### src/rtl/dang9_pkg.sv
// dang9_pkg: shared widths, default table geometry, ball state encoding and the
// velocity saturation helper used by the per-ball motion stage.
package dang9_pkg;

    localparam int V_W      = 10;
    localparam int M_W      = 12;
    localparam int BALL_R   = 12;
    localparam int BALL_D   = 2 * BALL_R;
    localparam int TABLE_L  = 40;
    localparam int TABLE_R  = 600;
    localparam int TABLE_T  = 40;
    localparam int TABLE_B  = 440;
    localparam int POCKET_D = 16;

    typedef enum logic [1:0] {IDLE, MOVE, HOLD, SUNK} state_t;

    function automatic logic signed [V_W-1:0] sat(input logic signed [V_W-1:0] v,
                                                  input int lim);
        logic signed [V_W-1:0] hi;
        hi = V_W'(lim);
        if (v > hi) return hi;
        if (v < -hi) return -hi;
        return v;
    endfunction

endpackage

### src/rtl/ball_axis_step.sv
// ball_axis_step: one axis of a frame update -- integrate position, clip to the
// cushion limits (reflecting velocity), then apply the friction step toward zero.
module ball_axis_step
    import dang9_pkg::*;
(
    input  logic        [V_W-1:0] pos,
    input  logic signed [V_W-1:0] vel,
    input  logic        [V_W-1:0] lo,
    input  logic        [V_W-1:0] hi,
    input  logic                  fric_strobe,
    output logic        [V_W-1:0] next_pos,
    output logic signed [V_W-1:0] next_vel,
    output logic                  bounced
);

    logic signed [M_W-1:0] np;
    logic signed [M_W-1:0] v_ext;
    logic signed [M_W-1:0] v_b;
    logic signed [M_W-1:0] lo_s;
    logic signed [M_W-1:0] hi_s;

    // Landing exactly on a limit is a bounce, so the centre never leaves [lo, hi].
    always_comb begin
        v_ext    = M_W'(vel);
        lo_s     = signed'(M_W'(lo));
        hi_s     = signed'(M_W'(hi));
        np       = signed'(M_W'(pos)) + v_ext;
        bounced  = 1'b0;
        next_pos = np[V_W-1:0];
        v_b      = v_ext;
        if (np <= lo_s) begin
            bounced  = 1'b1;
            next_pos = lo;
            v_b      = -v_ext;
        end else if (np >= hi_s) begin
            bounced  = 1'b1;
            next_pos = hi;
            v_b      = -v_ext;
        end
        if (fric_strobe && (v_b != '0)) begin
            v_b = v_b[M_W-1] ? v_b + M_W'(1) : v_b - M_W'(1);
        end
        next_vel = v_b[V_W-1:0];
    end

endmodule

### src/rtl/ball_motion.sv
// ball_motion: one ball's position/velocity integrator with cushion bounce, friction
// and collision reload. Optional pocket detection is enabled by defining BALL_POCKET_EN.
module ball_motion
    import dang9_pkg::*;
#(
    parameter int X_INIT   = 320,
    parameter int Y_INIT   = 240,
    parameter int TBL_L    = TABLE_L,
    parameter int TBL_R    = TABLE_R,
    parameter int TBL_T    = TABLE_T,
    parameter int TBL_B    = TABLE_B,
    parameter int V_MAX    = 15,
    parameter int FRIC_DIV = 8,
    parameter int COOL_FR  = 4
) (
    input  logic                  clk,
    input  logic                  rst_n,
    input  logic                  frame_tick,
    input  logic                  shoot_valid,
    input  logic signed [V_W-1:0] shoot_vx,
    input  logic signed [V_W-1:0] shoot_vy,
    input  logic                  coll_valid,
    input  logic signed [V_W-1:0] coll_vx,
    input  logic signed [V_W-1:0] coll_vy,
    output logic        [V_W-1:0] x,
    output logic        [V_W-1:0] y,
    output logic        [V_W-1:0] v_mag_x,
    output logic        [V_W-1:0] v_mag_y,
    output logic signed [V_W-1:0] dir_x,
    output logic signed [V_W-1:0] dir_y,
    output logic                  moving,
    output logic                  pocketed
);

    localparam int FW = (FRIC_DIV > 1) ? $clog2(FRIC_DIV) : 1;
    localparam int CW = (COOL_FR > 0) ? $clog2(COOL_FR + 1) : 1;
    localparam logic [V_W-1:0] X_LO = V_W'(TBL_L + BALL_R);
    localparam logic [V_W-1:0] X_HI = V_W'(TBL_R - BALL_R);
    localparam logic [V_W-1:0] Y_LO = V_W'(TBL_T + BALL_R);
    localparam logic [V_W-1:0] Y_HI = V_W'(TBL_B - BALL_R);

    state_t                state, state_nx;
    logic        [V_W-1:0] x_nx, y_nx;
    logic signed [V_W-1:0] vx, vy, vx_nx, vy_nx;
    logic        [FW-1:0]  fric_cnt, fric_nx;
    logic        [CW-1:0]  cool_cnt, cool_nx;
    logic        [V_W-1:0] ax_pos, ay_pos;
    logic signed [V_W-1:0] ax_vel, ay_vel;
    logic                  bx, by, unused_bounce;
    logic                  fric_wrap, stopped;
    logic                  coll_load, shoot_load, frame_upd;

    assign fric_wrap     = (fric_cnt == FW'(FRIC_DIV - 1));
    assign coll_load     = coll_valid && ((state == IDLE) || (state == MOVE));
    assign shoot_load    = shoot_valid && (state == IDLE);
    assign frame_upd     = frame_tick && ((state == MOVE) || (state == HOLD));
    assign stopped       = (ax_vel == '0) && (ay_vel == '0);
    assign unused_bounce = bx ^ by;

    ball_axis_step u_axis_x (
        .pos(x), .vel(vx), .lo(X_LO), .hi(X_HI), .fric_strobe(fric_wrap),
        .next_pos(ax_pos), .next_vel(ax_vel), .bounced(bx)
    );

    ball_axis_step u_axis_y (
        .pos(y), .vel(vy), .lo(Y_LO), .hi(Y_HI), .fric_strobe(fric_wrap),
        .next_pos(ay_pos), .next_vel(ay_vel), .bounced(by)
    );

`ifdef BALL_POCKET_EN
    logic pocketed_r, pocketed_nx, in_pocket;

    function automatic logic near(input logic [V_W-1:0] a, input int b);
        int d;
        d = int'(a) - b;
        return (d <= POCKET_D) && (d >= -POCKET_D);
    endfunction

    // Pockets sit on every (left/mid/right) x (top/bottom) y combination.
    assign in_pocket = (near(ax_pos, TBL_L) || near(ax_pos, TBL_R) ||
                        near(ax_pos, (TBL_L + TBL_R) / 2)) &&
                       (near(ay_pos, TBL_T) || near(ay_pos, TBL_B));
    assign pocketed  = pocketed_r;

    always_ff @(posedge clk or negedge rst_n) begin
        if (!rst_n) pocketed_r <= 1'b0;
        else        pocketed_r <= pocketed_nx;
    end
`else
    assign pocketed = 1'b0;
`endif

    always_ff @(posedge clk or negedge rst_n) begin
        if (!rst_n) begin
            state    <= IDLE;
            x        <= V_W'(X_INIT);
            y        <= V_W'(Y_INIT);
            vx       <= '0;
            vy       <= '0;
            fric_cnt <= '0;
            cool_cnt <= '0;
        end else begin
            state    <= state_nx;
            x        <= x_nx;
            y        <= y_nx;
            vx       <= vx_nx;
            vy       <= vy_nx;
            fric_cnt <= fric_nx;
            cool_cnt <= cool_nx;
        end
    end

    // A collision load replaces the frame update of the same clk.
    always_comb begin
        state_nx = state;
        x_nx     = x;
        y_nx     = y;
        vx_nx    = vx;
        vy_nx    = vy;
        fric_nx  = fric_cnt;
        cool_nx  = cool_cnt;
`ifdef BALL_POCKET_EN
        pocketed_nx = pocketed_r;
`endif
        if (coll_load) begin
            vx_nx    = sat(coll_vx, V_MAX);
            vy_nx    = sat(coll_vy, V_MAX);
            fric_nx  = '0;
            cool_nx  = CW'(COOL_FR);
            state_nx = HOLD;
        end else if (shoot_load) begin
            vx_nx    = sat(shoot_vx, V_MAX);
            vy_nx    = sat(shoot_vy, V_MAX);
            fric_nx  = '0;
            state_nx = MOVE;
        end else if (frame_upd) begin
            x_nx    = ax_pos;
            y_nx    = ay_pos;
            vx_nx   = ax_vel;
            vy_nx   = ay_vel;
            fric_nx = fric_wrap ? '0 : fric_cnt + FW'(1);
            if (state == MOVE) begin
                if (stopped) state_nx = IDLE;
            end else begin
                cool_nx = (cool_cnt != '0) ? cool_cnt - CW'(1) : '0;
                if (cool_cnt <= CW'(1)) state_nx = stopped ? IDLE : MOVE;
            end
`ifdef BALL_POCKET_EN
            if (in_pocket) begin
                vx_nx       = '0;
                vy_nx       = '0;
                state_nx    = SUNK;
                pocketed_nx = 1'b1;
            end
`endif
        end
    end

    always_comb begin
        v_mag_x = vx[V_W-1] ? V_W'(-vx) : V_W'(vx);
        v_mag_y = vy[V_W-1] ? V_W'(-vy) : V_W'(vy);
        dir_x   = vx[V_W-1] ? '1 : V_W'(1);
        dir_y   = vy[V_W-1] ? '1 : V_W'(1);
        moving  = (state == MOVE) || (state == HOLD);
    end

endmodule

### config.mk
export PLATFORM = sky130hd
export DESIGN_NAME = ball_motion
export DESIGN_NICKNAME = d
export VERILOG_FILES = /design/src/rtl/dang9_pkg.sv /design/src/rtl/ball_axis_step.sv /design/src/rtl/ball_motion.sv
export SDC_FILE = /design/constraint.sdc
export NUM_CORES = 1
export LEC_CHECK = 0
export BUFFER_PORTS_ARGS = -buffer_cell sky130_fd_sc_hd__buf_2
export CORE_MARGIN = 8
export CORE_UTILIZATION = 60
export DETAILED_ROUTE_END_ITERATION = 16
export PLACE_DENSITY = 0.93
export SLEW_MARGIN = 0
export SYNTH_ARGS = -nofsm -noshare
export SYNTH_HDL_FRONTEND = slang
export SYNTH_SLANG_ARGS = --single-unit
export TNS_END_PERCENT = 30
### constraint.sdc
create_clock -name clk -period 5.7 [get_ports clk]
set_input_delay 0.57 -clock clk [delete_from_list [all_inputs] [get_ports clk]]
set_output_delay 0.57 -clock clk [all_outputs]
set_load 0.005 [all_outputs]
==> metrics.md <==
| Metric | Value |
|---|---|
| Port-buffer cells | `between 100 and 150` |
| Worst setup path startpoint | `y[0]` |
| Bufs and invs on worst path | `2` |
| Slowest cell delay on critical path | `460 ps` |
| Dpl hpwl | `16.9 mm` |
| ANT nets after route | `0` |
| Cells after synthesis | `981` |
| Max Cap Viol | `0` |
| Tmin final | `5450 ps` |
| Congestion Overflow GR | `0` |
| Bufs on Longest Clock Path | `2` |
| Startpoint types | `flip-flop` |
| Sink Count | `48` |
| I/O pins | `around 110` |
| Min Hold Slack | `around 400 ps` |
| Unique cell type count in the Yosys netlist | `99` |
| Routed vias | `around 8,000` |
| Relative slew slack | `approximately two fifths` |
| Final Hold Fails | `0` |
| Crit path kind | `reg -> reg` |
| WL final | `22.0 mm` |
| CP Data Required Time | `5890 ps` |
| Non-filler cells, final | `1,205` |
| Vias in the first global route | `~7,400` |
| CTS tree | `yes` |
| Area Overhead vs Synth | `11.6%` |
| WL per Instance | `18.3 um` |
| Synth Register Bits | `48` |
| Final instance area | `0.00796 mm2` |
| Initial antenna violation count | `0` |
| Vias per cell | `6.66` |
| Worst-Margin Slew | `917 ps` |
| Ys flop type | `dfrtp_1` |
| YS warnings | `0` |
| Layout cell share with drive strength beyond 1 | `19.6%` |
| Dpl cell area | `between 0.007 and 0.008 mm2` |
| Fmax | `183 MHz` |
| Routability cong. | `1.01` |
| Largest net degree at the start of global routing | `49` |
| Synth async-reset ratio | `100%` |
| Total CTS buffers | `5` |
| Post-synth EDFFs | `0` |
| First-pass GRT wire length | `36.2 mm` |
| WP data arrival | `5640 ps` |
| Syn Area/Cell | `7.27 um2` |
| Hold-fix buffers, CTS | `0` |
| CP top delay family | `compound AO/OA/AOI/OAI gates` |
| Crit path max fanout | `8` |
| Placed cell count | `roughly 1,200` |
| Full die area | `0.0156 mm2` |
| Crit end category | `flip-flop` |
| Cell accounting for the most synthesized area | `dfrtp_1` |
| CTS clk-pin slew, worst paths | `80 ps` |
| Synth Cell Area | `~0.007 mm2` |
| Crit-path cells | `ha_1, fa_2, a211oi_4, o31ai_4, or3_1, a32o_2, o32a_4, a32o_2, nor2_2, xnor2_1, ha_2, inv_1, a2111oi_2, buf_4, o211ai_1, o31ai_1, a21oi_1, nand4b_1, nor4_1, nand4b_1, mux2i_1, nor2_1` |
| First-pass detailed-route iteration total | `6` |
| GRT Overall Usage | `27.1%` |
| DRC Markers | `0` |
| Setup-failing EPs final | `0` |
| Outcome | `finished clean` |
| Die Ht | `125 um` |
| Core area | `0.0118 mm2` |
| Initial core utilization | `between 60 and 70%` |
| Max stage delay cell, worst path | `fa_2` |
| Clk_lat worst skew | `300 ps` |
| Final net count | `1,144` |
| Die width | `125 um` |
| Launch point of the worst reg-to-reg path | `y[0]` |
| DR iter-0 viols | `around 1,100` |
| FP Rows | `40` |
| Seq/Total Area, Yosys | `16.9%` |
| Synth top area share | `14.7%` |
| Tcrit/Tclk final | `a little over nine tenths` |
| ANT cells | `0` |
| Root buffer cell | `clkbuf_16` |
| Synth top area cells | `dfrtp_1 (15%), ha_1 (7.0%), a21oi_1 (6.1%)` |
| Slew Viols, Final | `0` |
| Htree depth | `2` |
| Setup slack, reg-to-reg | `250 ps` |
| Clock skew | `between 9 and 10 ps` |
| Min-Delay Path Class | `in -> async` |
[cells in the mapped netlist, drive strengths merged (8+ instances only)]
cell type / instances
o21a: 9
o21ai: 78
inv: 35
nor2b: 8
buf: 35
nand2: 92
o22a: 10
o22ai: 9
nor4: 9
nor2: 99
or2: 9
ha: 40
nor3: 29
or4: 10
o31ai: 11
mux2i: 8
dfrtp: 42
a21o: 8
xnor2: 35
xor2: 26
nand4: 14
o211ai: 12
nand3: 20
a31oi: 26
or3: 20
clkbuf: 41
and2: 12
nand2b: 23
a211oi: 15
a21oi: 87
[cell type report]
class	instances	area [um2]
fill	1055	3850
tap	147	184
inverter	35	131
timing repair buffer	144	823
clock inverter	3	46.3
clock buffer	5	125
multi-input combinational	823	5440
sequential	48	1210
[cells by family (layout without fill, tap and decap cells)]
kind of cell | count (synthesis) | in the layout | synth area share [%]
adders and majority gates | 42 | 42 | 7.58
xor gates and xnor gates | 61 | 61 | 7.60
AOI/OAI and AO/OA | 335 | 335 | 32.2
buffers and inverters | 111 | 187 | 7.44
other | 2 | 3 | 0.105
muxes | 13 | 13 | 1.91
DFF | 48 | 48 | 16.9
and+or+nand+nor | 369 | 369 | 26.2
[state kept, by name, indices dropped and copies added (netlist names)]
| signal | flops |
|---|---|
| fric_cnt | 3 |
| vy | 10 |
| vx | 10 |
| state | 2 |
| x | 10 |
| cool_cnt | 3 |
| y | 10 |
[through the flow]
| stage | setup TNS [ps] | util, % | setup slack [ps] |
|---|---|---|---|
| 6_report | 0 | 67.4 | 246 |
| 5_1_grt | -120 | 67.4 | -65.6 |
| 4_1_cts | 0 | 66.7 | 111 |
| 3_5_place_dp | 0 | 65.2 | 201 |
| 3_3_place_gp | 0 | 65.2 | 268 |
| 2_1_floorplan | 0 | - | 457 |
[final timing paths]
| path | endpoint | cells past startpoint |
|---|---|---|
| setup reg to reg | state[0] | 22 |
| hold / removal | y[9] | 2 |
| max in group asynchronous | y[1] | 2 |
| hold reg to reg | x[6] | 2 |
| min in group clk | x[6] | 2 |
| setup / recovery | state[0] | 22 |
[placed cells by master (no fill, tap or decap), drive strengths merged, types with 9 or more instances in the layout]
cell / n
nor3: 29
or3: 20
o31ai: 11
nand4: 14
a211oi: 15
o21ai: 78
buf: 144
xor2: 26
o21a: 9
nand2b: 23
dfrtp: 42
o211ai: 12
nor2: 99
or2: 9
o22a: 10
inv: 36
nor4: 9
or4: 10
o22ai: 9
ha: 40
a31oi: 26
nand2: 92
and2: 12
a21oi: 87
xnor2: 35
nand3: 20
[timing repair]
item                       CTS  global route
setup endpoints to repair    0             2
gates resized for setup      0            13
buffers inserted             0             5
[per-layer routing]
metal	track usage [%]	vias to the layer above	wire, um
li1	-	3775	-
met1	36.0	3754	9370
met2	42.3	442	9890
met3	6.71	56	2250
met4	8.24	0	515
met5	0	-	0
Power is not shown: default switching activity piles up to over one toggle a cycle in this logic, so the estimate is an artifact.
